$ cat src/rtl/mips_ctrl_pkg.sv
// Shared definitions for the MIPS ALU issue/control sequencer.
// Holds the ALU op encodings, instruction opcode/funct constants,
// operand-select encodings, the sequencer state enum and the decoded
// control bundle passed from the decoder to the sequencer.
package mips_ctrl_pkg;

    // ALU operation codes driven on alu_op
    localparam logic [3:0] ALU_ADD  = 4'b0000;
    localparam logic [3:0] ALU_SUB  = 4'b0001;
    localparam logic [3:0] ALU_AND  = 4'b0010;
    localparam logic [3:0] ALU_OR   = 4'b0011;
    localparam logic [3:0] ALU_XOR  = 4'b0100;
    localparam logic [3:0] ALU_NAND = 4'b0101;
    localparam logic [3:0] ALU_NOR  = 4'b0110;
    localparam logic [3:0] ALU_XNOR = 4'b0111;
    localparam logic [3:0] ALU_SLE  = 4'b1000;
    localparam logic [3:0] ALU_SRA  = 4'b1001;
    localparam logic [3:0] ALU_SLT  = 4'b1010;
    localparam logic [3:0] ALU_SGT  = 4'b1011;
    localparam logic [3:0] ALU_SLL  = 4'b1100;
    localparam logic [3:0] ALU_SRL  = 4'b1101;
    localparam logic [3:0] ALU_NEQ  = 4'b1110;

    // Primary opcodes (instr[31:26])
    localparam logic [5:0] OPC_RTYPE = 6'h00;
    localparam logic [5:0] OPC_BEQ   = 6'h04;
    localparam logic [5:0] OPC_BNE   = 6'h05;
    localparam logic [5:0] OPC_BLEZ  = 6'h06;
    localparam logic [5:0] OPC_BGTZ  = 6'h07;
    localparam logic [5:0] OPC_ADDI  = 6'h08;
    localparam logic [5:0] OPC_ADDIU = 6'h09;
    localparam logic [5:0] OPC_SLTI  = 6'h0A;
    localparam logic [5:0] OPC_SLTIU = 6'h0B;
    localparam logic [5:0] OPC_ANDI  = 6'h0C;
    localparam logic [5:0] OPC_ORI   = 6'h0D;
    localparam logic [5:0] OPC_XORI  = 6'h0E;

    // R-type function codes (instr[5:0])
    localparam logic [5:0] FN_SLL  = 6'h00;
    localparam logic [5:0] FN_SRL  = 6'h02;
    localparam logic [5:0] FN_SRA  = 6'h03;
    localparam logic [5:0] FN_ADD  = 6'h20;
    localparam logic [5:0] FN_ADDU = 6'h21;
    localparam logic [5:0] FN_SUB  = 6'h22;
    localparam logic [5:0] FN_SUBU = 6'h23;
    localparam logic [5:0] FN_AND  = 6'h24;
    localparam logic [5:0] FN_OR   = 6'h25;
    localparam logic [5:0] FN_XOR  = 6'h26;
    localparam logic [5:0] FN_NOR  = 6'h27;
    localparam logic [5:0] FN_SLT  = 6'h2A;
    localparam logic [5:0] FN_SLTU = 6'h2B;

    // Operand selects
    localparam logic       SRC_A_RS    = 1'b0;
    localparam logic       SRC_A_SHAMT = 1'b1;
    localparam logic [1:0] SRC_B_RT    = 2'b00;
    localparam logic [1:0] SRC_B_SIMM  = 2'b01;
    localparam logic [1:0] SRC_B_ZIMM  = 2'b10;
    localparam logic [1:0] SRC_B_ZERO  = 2'b11;

    // Destination register field select
    localparam logic DST_RD = 1'b0;
    localparam logic DST_RT = 1'b1;

    typedef enum logic [1:0] {
        ST_IDLE   = 2'd0,
        ST_DECODE = 2'd1,
        ST_EXEC   = 2'd2,
        ST_WB     = 2'd3
    } state_e;

    typedef struct packed {
        logic [3:0] op;
        logic       sign;
        logic       src_a;
        logic [1:0] src_b;
        logic       reg_write;
        logic       is_branch;
        logic       traps_ovf;
        logic       illegal;
        logic       dst_sel;
    } ctrl_t;

endpackage

$ cat src/rtl/mips_alu_decode.sv
// Combinational instruction decoder: opcode/funct -> ALU control bundle.
// Ports:
//   opcode - instr[31:26]
//   funct  - instr[5:0] (only meaningful for R-type)
//   ctrl   - decoded control bundle; unknown encodings set ctrl.illegal
module mips_alu_decode
    import mips_ctrl_pkg::*;
(
    input  logic [5:0] opcode,
    input  logic [5:0] funct,
    output ctrl_t      ctrl
);

    always_comb begin
        ctrl = '0;
        case (opcode)
            OPC_RTYPE: begin
                ctrl.reg_write = 1'b1;
                ctrl.dst_sel   = DST_RD;
                ctrl.src_b     = SRC_B_RT;
                case (funct)
                    FN_ADD: begin
                        ctrl.op        = ALU_ADD;
                        ctrl.traps_ovf = 1'b1;
                    end
                    FN_ADDU:         ctrl.op = ALU_ADD;
                    FN_SUB, FN_SUBU: ctrl.op = ALU_SUB;
                    FN_AND:          ctrl.op = ALU_AND;
                    FN_OR:           ctrl.op = ALU_OR;
                    FN_XOR:          ctrl.op = ALU_XOR;
                    FN_NOR:          ctrl.op = ALU_NOR;
                    FN_SLT: begin
                        ctrl.op   = ALU_SLT;
                        ctrl.sign = 1'b1;
                    end
                    FN_SLTU:         ctrl.op = ALU_SLT;
                    FN_SLL: begin
                        ctrl.op    = ALU_SLL;
                        ctrl.src_a = SRC_A_SHAMT;
                    end
                    FN_SRL: begin
                        ctrl.op    = ALU_SRL;
                        ctrl.src_a = SRC_A_SHAMT;
                    end
                    FN_SRA: begin
                        ctrl.op    = ALU_SRA;
                        ctrl.src_a = SRC_A_SHAMT;
                    end
                    default:         ctrl.illegal = 1'b1;
                endcase
            end
            OPC_BEQ: begin
                ctrl.op        = ALU_SUB;
                ctrl.src_b     = SRC_B_RT;
                ctrl.is_branch = 1'b1;
                ctrl.dst_sel   = DST_RT;
            end
            OPC_BNE: begin
                ctrl.op        = ALU_NEQ;
                ctrl.src_b     = SRC_B_RT;
                ctrl.is_branch = 1'b1;
                ctrl.dst_sel   = DST_RT;
            end
            OPC_BLEZ: begin
                ctrl.op        = ALU_SLE;
                ctrl.src_b     = SRC_B_ZERO;
                ctrl.is_branch = 1'b1;
                ctrl.dst_sel   = DST_RT;
            end
            OPC_BGTZ: begin
                ctrl.op        = ALU_SGT;
                ctrl.src_b     = SRC_B_ZERO;
                ctrl.is_branch = 1'b1;
                ctrl.dst_sel   = DST_RT;
            end
            OPC_ADDI, OPC_ADDIU: begin
                ctrl.op        = ALU_ADD;
                ctrl.src_b     = SRC_B_SIMM;
                ctrl.reg_write = 1'b1;
                ctrl.dst_sel   = DST_RT;
                ctrl.traps_ovf = (opcode == OPC_ADDI);
            end
            OPC_SLTI, OPC_SLTIU: begin
                ctrl.op        = ALU_SLT;
                ctrl.sign      = (opcode == OPC_SLTI);
                ctrl.src_b     = SRC_B_SIMM;
                ctrl.reg_write = 1'b1;
                ctrl.dst_sel   = DST_RT;
            end
            OPC_ANDI, OPC_ORI, OPC_XORI: begin
                ctrl.op        = (opcode == OPC_ANDI) ? ALU_AND :
                                 (opcode == OPC_ORI)  ? ALU_OR  : ALU_XOR;
                ctrl.src_b     = SRC_B_ZIMM;
                ctrl.reg_write = 1'b1;
                ctrl.dst_sel   = DST_RT;
            end
            default: ctrl.illegal = 1'b1;
        endcase

        if (ctrl.illegal) begin
            ctrl.reg_write = 1'b0;
        end
    end

endmodule

$ cat src/rtl/mips_alu_seq_ctrl.sv
// Multi-cycle issue/control sequencer for the MIPS datapath ALU.
// Accepts one instruction per valid/ready handshake, registers the decoded
// ALU controls, samples the ALU flags during EXEC and emits a one-cycle
// write-back / branch / trap result.
// Ports:
//   clk, rst_n              - clock, async active-low reset
//   instr_valid/instr_ready - instruction handshake (ready only in IDLE)
//   instr                   - instruction word, captured on accept
//   alu_op, sign_ctrl,
//   alu_src_a, alu_src_b    - registered ALU controls, held DECODE..IDLE
//   alu_zero, alu_overflow  - ALU flags, sampled at the end of EXEC only
//   wb_valid                - one-cycle result strobe
//   reg_write, wb_reg,
//   branch_taken, trap      - result fields qualified by wb_valid
//
// state     | meaning
// ----------+------------------------------------------------------------
// ST_IDLE   | ready for an instruction; controls hold their last value
// ST_DECODE | captured word decoded; control bundle registered at exit
// ST_EXEC   | controls drive the ALU; flags sampled at exit
// ST_WB     | wb_valid high for this single cycle
module mips_alu_seq_ctrl
    import mips_ctrl_pkg::*;
#(
    parameter logic TRAP_EN = 1'b1
) (
    input  logic        clk,
    input  logic        rst_n,
    input  logic        instr_valid,
    output logic        instr_ready,
    input  logic [31:0] instr,
    output logic [3:0]  alu_op,
    output logic        sign_ctrl,
    output logic        alu_src_a,
    output logic [1:0]  alu_src_b,
    input  logic        alu_zero,
    input  logic        alu_overflow,
    output logic        wb_valid,
    output logic        reg_write,
    output logic [4:0]  wb_reg,
    output logic        branch_taken,
    output logic        trap
);

    state_e     state_q,  state_d;
    logic       ready_q,  ready_d;
    logic [5:0] opcode_q, opcode_d;
    logic [5:0] funct_q,  funct_d;
    logic [4:0] rt_q,     rt_d;
    logic [4:0] rd_q,     rd_d;
    ctrl_t      ctrl_q,   ctrl_d;
    logic       wb_valid_q,  wb_valid_d;
    logic       reg_write_q, reg_write_d;
    logic [4:0] wb_reg_q,    wb_reg_d;
    logic       branch_q,    branch_d;
    logic       trap_q,      trap_d;

    ctrl_t      dec_ctrl;
    logic       ovf_trap;

    // rs and shamt feed the datapath directly, never the sequencer; the
    // registered illegal flag is consumed at decode time instead.
    logic       unused_bits;
    assign unused_bits = ^{instr[25:21], instr[10:6], ctrl_q.illegal};

    mips_alu_decode u_decode (
        .opcode (opcode_q),
        .funct  (funct_q),
        .ctrl   (dec_ctrl)
    );

    assign ovf_trap = ctrl_q.traps_ovf & TRAP_EN & alu_overflow;

    always_comb begin
        state_d     = state_q;
        opcode_d    = opcode_q;
        funct_d     = funct_q;
        rt_d        = rt_q;
        rd_d        = rd_q;
        ctrl_d      = ctrl_q;
        wb_valid_d  = 1'b0;
        reg_write_d = 1'b0;
        branch_d    = 1'b0;
        trap_d      = 1'b0;
        wb_reg_d    = wb_reg_q;

        case (state_q)
            ST_IDLE: begin
                // ready_q gates the accept so nothing is taken on the first
                // edge after reset release, while instr_ready is still low.
                if (instr_valid && ready_q) begin
                    opcode_d = instr[31:26];
                    funct_d  = instr[5:0];
                    rt_d     = instr[20:16];
                    rd_d     = instr[15:11];
                    state_d  = ST_DECODE;
                end
            end
            ST_DECODE: begin
                ctrl_d = dec_ctrl;
                if (dec_ctrl.illegal) begin
                    wb_valid_d = 1'b1;
                    trap_d     = 1'b1;
                    state_d    = ST_WB;
                end else begin
                    state_d = ST_EXEC;
                end
            end
            ST_EXEC: begin
                wb_valid_d  = 1'b1;
                trap_d      = ovf_trap;
                reg_write_d = ctrl_q.reg_write & ~ovf_trap;
                branch_d    = ctrl_q.is_branch & alu_zero;
                wb_reg_d    = (ctrl_q.dst_sel == DST_RT) ? rt_q : rd_q;
                state_d     = ST_WB;
            end
            ST_WB: begin
                state_d = ST_IDLE;
            end
            default: begin
                state_d = ST_IDLE;
            end
        endcase

        ready_d = (state_d == ST_IDLE);
    end

    always_ff @(posedge clk or negedge rst_n) begin
        if (!rst_n) begin
            state_q     <= ST_IDLE;
            ready_q     <= 1'b0;
            opcode_q    <= '0;
            funct_q     <= '0;
            rt_q        <= '0;
            rd_q        <= '0;
            ctrl_q      <= '0;
            wb_valid_q  <= 1'b0;
            reg_write_q <= 1'b0;
            wb_reg_q    <= '0;
            branch_q    <= 1'b0;
            trap_q      <= 1'b0;
        end else begin
            state_q     <= state_d;
            ready_q     <= ready_d;
            opcode_q    <= opcode_d;
            funct_q     <= funct_d;
            rt_q        <= rt_d;
            rd_q        <= rd_d;
            ctrl_q      <= ctrl_d;
            wb_valid_q  <= wb_valid_d;
            reg_write_q <= reg_write_d;
            wb_reg_q    <= wb_reg_d;
            branch_q    <= branch_d;
            trap_q      <= trap_d;
        end
    end

    assign instr_ready  = ready_q;
    assign alu_op       = ctrl_q.op;
    assign sign_ctrl    = ctrl_q.sign;
    assign alu_src_a    = ctrl_q.src_a;
    assign alu_src_b    = ctrl_q.src_b;
    assign wb_valid     = wb_valid_q;
    assign reg_write    = reg_write_q;
    assign wb_reg       = wb_reg_q;
    assign branch_taken = branch_q;
    assign trap         = trap_q;

endmodule

$ cat config.mk
export PLATFORM = sky130hd
export DESIGN_NAME = mips_alu_seq_ctrl
export DESIGN_NICKNAME = d
export VERILOG_FILES = /design/src/rtl/mips_ctrl_pkg.sv /design/src/rtl/mips_alu_decode.sv /design/src/rtl/mips_alu_seq_ctrl.sv
export SDC_FILE = /design/constraint.sdc
export NUM_CORES = 1
export LEC_CHECK = 0
export ABC_AREA = 0
export ABC_CLOCK_PERIOD_IN_PS = 3700
export BUFFER_PORTS_ARGS = -buffer_cell sky130_fd_sc_hd__buf_4
export CAP_MARGIN = 40
export CORE_AREA = 2 2 101 54
export DETAILED_ROUTE_END_ITERATION = 8
export DIE_AREA = 0 0 103 56
export PLACE_DENSITY = 0.73
export SETUP_SLACK_MARGIN = 0.02
export SKIP_LAST_GASP = 1
export SLEW_MARGIN = 10
export SYNTH_ARGS = -nofsm -noshare
export SYNTH_HDL_FRONTEND = slang
export SYNTH_HIERARCHICAL = 1
export SYNTH_SLANG_ARGS = --single-unit
$ cat constraint.sdc
create_clock -name clk -period 3.7 [get_ports clk]
set_clock_uncertainty 0.15 [all_clocks]
set_input_delay 0.185 -clock clk [delete_from_list [all_inputs] [get_ports clk]]
set_output_delay 0.185 -clock clk [all_outputs]
set_load 0.03 [all_outputs]
# [Word level (Yosys, flattened, before mapping)]
# Index checks and enable logic that the tools add are counted.
[totals] input_bits=37 out_inout_bits=18 regBits=46
[op_classes] n_eq_ne=26 n_reduce_logical=18 n_mux=26 bitwise_logic=4
[ops] op="6-bit equality test (second input constant)" n=10
[ops] op="6-bit by 4-bit equality test with 1-bit output (second input constant)" n=7
[ops] op="4-bit one-hot mux with 9 select lines" n=1
[ops] op="4-bit one-hot mux with 7 select lines" n=1
[ops] op="6-bit by 3-bit equality test with 1-bit output (second input constant)" n=4
[ops] op="1-bit 2-to-1 mux" n=13
[ops] op="13-bit OR reduction" n=1
[ops] op="6-bit by 2-bit equality test with 1-bit output (second input constant)" n=2
[ops] op="6-bit logical NOT" n=2
[ops] op="11-bit OR reduction" n=1
[ops] op="1-bit one-hot mux with 2 select lines" n=5
[ops] op="2-bit OR reduction" n=5
[ops] op="2-bit one-hot mux with 4 select lines" n=1
[ops] op="4-bit OR reduction" n=2
[ops] op="8-bit OR reduction" n=1
[ops] op="2-bit one-hot mux with 3 select lines" n=1
[ops] op="3-bit OR reduction" n=2
[ops] op="5-bit 2-to-1 mux" n=1
[ops] op="2-bit equality test (second input constant)" n=2
[ops] op="2-bit logical NOT" n=2
[ops] op="4-bit 2-to-1 mux" n=1
[ops] op="1-bit AND" n=3
[ops] op="3-bit 2-to-1 mux" n=1
[ops] op="2-bit by 1-bit equality test with 1-bit output (second input constant)" n=1
[ops] op="other kinds (4)" n=4

# [Longest topological paths before layout]
[depth] depth_word=7 ltp_mapped=8 mapped_depth_nobuf=7

# [By module]
# Netlist, hierarchy kept.
[modules_own_cells] mod="mips_alu_seq_ctrl" n_inst=1 area_each_um2=1914.3 seq_area_each_um2=1151.1 cells_per_inst=123
[modules_own_cells] mod="mips_alu_decode" n_inst=1 area_each_um2=437.9 seq_area_each_um2=0.0 cells_per_inst=70

# [Worst setup path after synthesis]
# OpenSTA, ideal clock, no wires.
[synth_path] path_kind="register to register" from="reg funct_q[3]" to="reg ctrl_q[4] (netlist name)" arrival_time_ns=1.579 path_buffers=1 stages_incl_launch_ff=7 path_slack_ns=1.846 required_ns=3.425 setup_time_ns=0.125 cell_sequence="dfrtp_1 > buf_6 > xnor2_1 > a32o_2 > o31a_1 > a31o_1 > mux2_2"
[synth_lines] element="from (decl)" line_no="mips_alu_seq_ctrl.sv:48" text="logic [5:0] funct_q, funct_d;"
[synth_lines] element="from (signal assigned)" line_no="mips_alu_seq_ctrl.sv:146" text="funct_q <= funct_d;"
[synth_lines] element="to (signal assigned)" line_no="mips_alu_seq_ctrl.sv:149" text="ctrl_q <= ctrl_d;"
[synth_lines] element="to (decl)" line_no="mips_alu_seq_ctrl.sv:51" text="ctrl_t ctrl_q, ctrl_d;"

# [Worst setup path in the final report]
[layout_path] from="reg state_q[0]" to="reg opcode_q[4]"
[layout_via] elab_chain_len=2
[layout_rtl] element="from (decl)" line_no="mips_alu_seq_ctrl.sv:45" text="state_e state_q, state_d;"
[layout_rtl] element="from (signal assigned)" line_no="mips_alu_seq_ctrl.sv:143" text="state_q <= state_d;"
[layout_rtl] element="2-bit logical NOT" line_no="mips_alu_seq_ctrl.sv:87" text="case (state_q)"
[layout_rtl] element="2-bit AND reduction (no line)"
[layout_rtl] element="to (signal assigned)" line_no="mips_alu_seq_ctrl.sv:145" text="opcode_q <= opcode_d;"
[layout_rtl] element="to (decl)" line_no="mips_alu_seq_ctrl.sv:47" text="logic [5:0] opcode_q, opcode_d;"
# No other way between the ends.
# A chain may end at the register's enable or synchronous reset.

==> impl_results.md <==
- H-tree depth: 2
- Post-synthesis sequential area ratio: 48.9%
- Setup CP Type: reg -> reg
- Antenna diode count: 0
- Core Region: 4820 µm²
- Leakage: approximately 1.4 nW
- R2R Path Start: state_q[0]
- Final period utilization: 57.8%
- R2R setup slack: 1560 ps
- Crit-path slowest cell: nand3_2
- Initial drt markers: 59
- Final HPWL DP: about 3000 µm
- Overflow left after global routing: 0
- Skew-Pair Late Insertion Delay: ~290 ps
- Syn. warnings: 6
- CTS clk-pin slew, worst paths: 80 ps
- CTS tree: yes
- CTS Buf Count: 5
- Hold_sp: instr_valid
- Top flop regs: funct_q: 6 flops, opcode_q: 6 flops
- HP Class: in -> reg
- Crit-path max cell delay: ~600 ps
- Cell taking the most area after synthesis: dfrtp_1
- Worst Reg2Reg Path Length in Cells: 4
- Post-layout util: 62.0%
- Synth cell types: 42
- Share of layout cells above drive strength 1: about 36%
- CP Data Required Time: 3730 ps
- Chip width: 103 µm
- # nets final: 293
- Final hold violation count: 0
- Max Slew Vio Count: 0
- Measured slew at the worst slew-check pin: roughly 760 ps
- Resize count post-CTS: 0
- CP Cell Sequence: inv_1 -> ha_1 -> nand3_2 -> mux2_4
- Final WL: 4500 µm
- Row count: 18
- Initial antenna violation count: 0
- Chip height: 56 µm
- Achievable Freq: approximately 470 MHz
- Asr flop ratio synth: 100%
- DRT antenna net count: 0
- Commonest cells post-synth: dfrtp_1, mux2_4, mux2_2, nor2_1, nand2_1
- Remaining DRCs: 0
- Setup TNS: 0 ps
- Global-route wire length before repair: 7700 µm
- # setup viols final: 0
- Per-cell routed wire length: 13.9 µm
- Tot Pwr: ~0.0023 W
- Hold path depth: 3
- Initial Util: between 40% and 50%
- Post-Synthesis Cells: 193
- Largest net degree at the start of global routing: 47
- Critical Path Sink Type: flip-flop
- CTS Buffer Depth: 2
- Port Buf Inserts: 44
- Hold EP: state_q[0]
- CP arrival: 2170 ps
- Average size of a mapped cell: approximately 12 µm²
- Clk sink count: 46
- Max Cap Viol: 0
- CTS root buffer: clkbuf_8
- Vias in the first global route: 1638
- Crit-path max FO: 22
- Routed vias/inst: 4.99
- Top post-synthesis cells by area: dfrtp_1, mux2_4, mux2_2, mux2i_1, nor2b_1
- Total iterations of the first detailed-routing run: 4
- Final RePlAce weighted congestion: 0.866
- Total GRT Usage: 17.2%
- Status: finished clean
- Post-synth EDFFs: 0
- IO Pins: 55
- Flops & latches, synth: 46
- Top_reg_cell synth: dfrtp_1
- Via count: 1611
- Worst rel slew slack: about 50%
- Die area: just under 6000 µm²
- Crit start category: flip-flop
- Top-count cell post-synth: dfrtp_1
- Mapped Nets: 234
- Pwr per Cell Area: 779 nW/µm²
- Mapped cell area: between 2000 and 2500 µm²
- Max IR drop VDD: 0.388 mV
- Crit path time final: 2140 ps
- Syn-to-layout area delta: 27.1%
- Fillers: 411
- Area fraction of the dominant cell type after synthesis: around 49%
- Reg2Reg Capture Point: opcode_q[4]
- RSZ-0062 raised after global routing: no
-- worst max-delay path: cells and delay by family (launching register included) --
family | cells | cell delay, ps
adder cells (fa/ha/maj) | 1 | 220
multiplexers | 1 | 540
buffers and inverters | 1 | 110
AND/OR/NAND/NOR | 1 | 590
flip-flops | 1 | 400
-- cells in the final DEF (no fill, tap or decap), drive strengths merged, types with 4 or more instances in the layout --
| cell type | Yosys | layout |
|---|---|---|
| nand2 | 10 | 10 |
| buf | 13 | 44 |
| ha | 4 | 4 |
| clkbuf | 4 | 7 |
| nand3 | 5 | 5 |
| a21oi | 9 | 9 |
| dlygate4sd3 | 0 | 25 |
| dfrtp | 46 | 46 |
| nor2b | 9 | 9 |
| nor4 | 4 | 4 |
| nor2 | 14 | 14 |
| mux2i | 6 | 6 |
| mux2 | 34 | 34 |
-- metal layers --
layer / vias to the layer above / wire length [µm] / GRT usage (%)
met2: 36 / 2150 / 26.7
met3: 2 / 163 / 3.89
met1: 780 / 2150 / 23.9
met5: - / 0 / 0
li1: 793 / - / -
met4: 0 / 27 / 5.64
-- final cells by class --
cell class                 instances  area, µm²  area share, %
tap                               70       87.6           2.93
inverter                           3       11.3          0.377
timing repair buffer              69        581           19.4
clock inverter                     1       5.00          0.167
sequential                        46       1150           38.5
multi-input combinational        127       1070           35.7
clock buffer                       7       86.3           2.89
-- how the worst max path moves through the flow --
| stage | endpoint | cells past startpoint | startpoint |
|---|---|---|---|
| final | opcode_q[4] | 4 | state_q[0] |
| after global placement | rd_q[0] | 4 | state_q[0] |
| after CTS | opcode_q[4] | 4 | state_q[0] |
| after floorplan | ctrl_q[4] | 6 | funct_q[3] |
| after global routing | rd_q[0] | 4 | state_q[0] |
| after detailed placement | opcode_q[4] | 4 | state_q[0] |
-- timing repair --
| action | CTS | global route |
|---|---|---|
| hold buffers | 25 | 0 |
| endpoints found under the hold margin | 70 | 0 |
| buffers inserted | 0 | 0 |
-- power breakdown --
part           total [W]  internal, W  switching (W)
Clock           0.000310     0.000151       0.000160
Sequential      0.000976     0.000716       0.000259
Combinational    0.00104     0.000552       0.000491
Total            0.00233      0.00142       0.000910
-- per-stage QoR --
| stage | worst slack [ps] | std cells | instance area [µm²] | hold slack [ps] |
|---|---|---|---|---|
| global placement | 1620 | 290 | 2650 | 57.2 |
| detailed placement | 1570 | 290 | 2650 | 77.5 |
| floorplan | 1850 | 193 | 2350 | -261 |
| CTS | 1530 | 323 | 2990 | 125 |
| global route | 1450 | 323 | 2990 | 154 |
| finish | 1560 | 323 | 2990 | 133 |
-- kinds of logic (layout without fill, tap and decap cells) --
kind of cell	count (synthesis)	after routing	synth area share (%)
buffers and inverters	20	80	5.69
XOR/XNOR	2	2	0.745
flip-flops	46	46	48.9
multiplexers	40	40	22.0
AO/OA/AOI/OAI	26	26	7.93
adder cells (fa/ha/maj)	4	4	2.13
AND/OR/NAND/NOR	55	55	12.6
No activity file was read; power rests on OpenSTA's default activity.
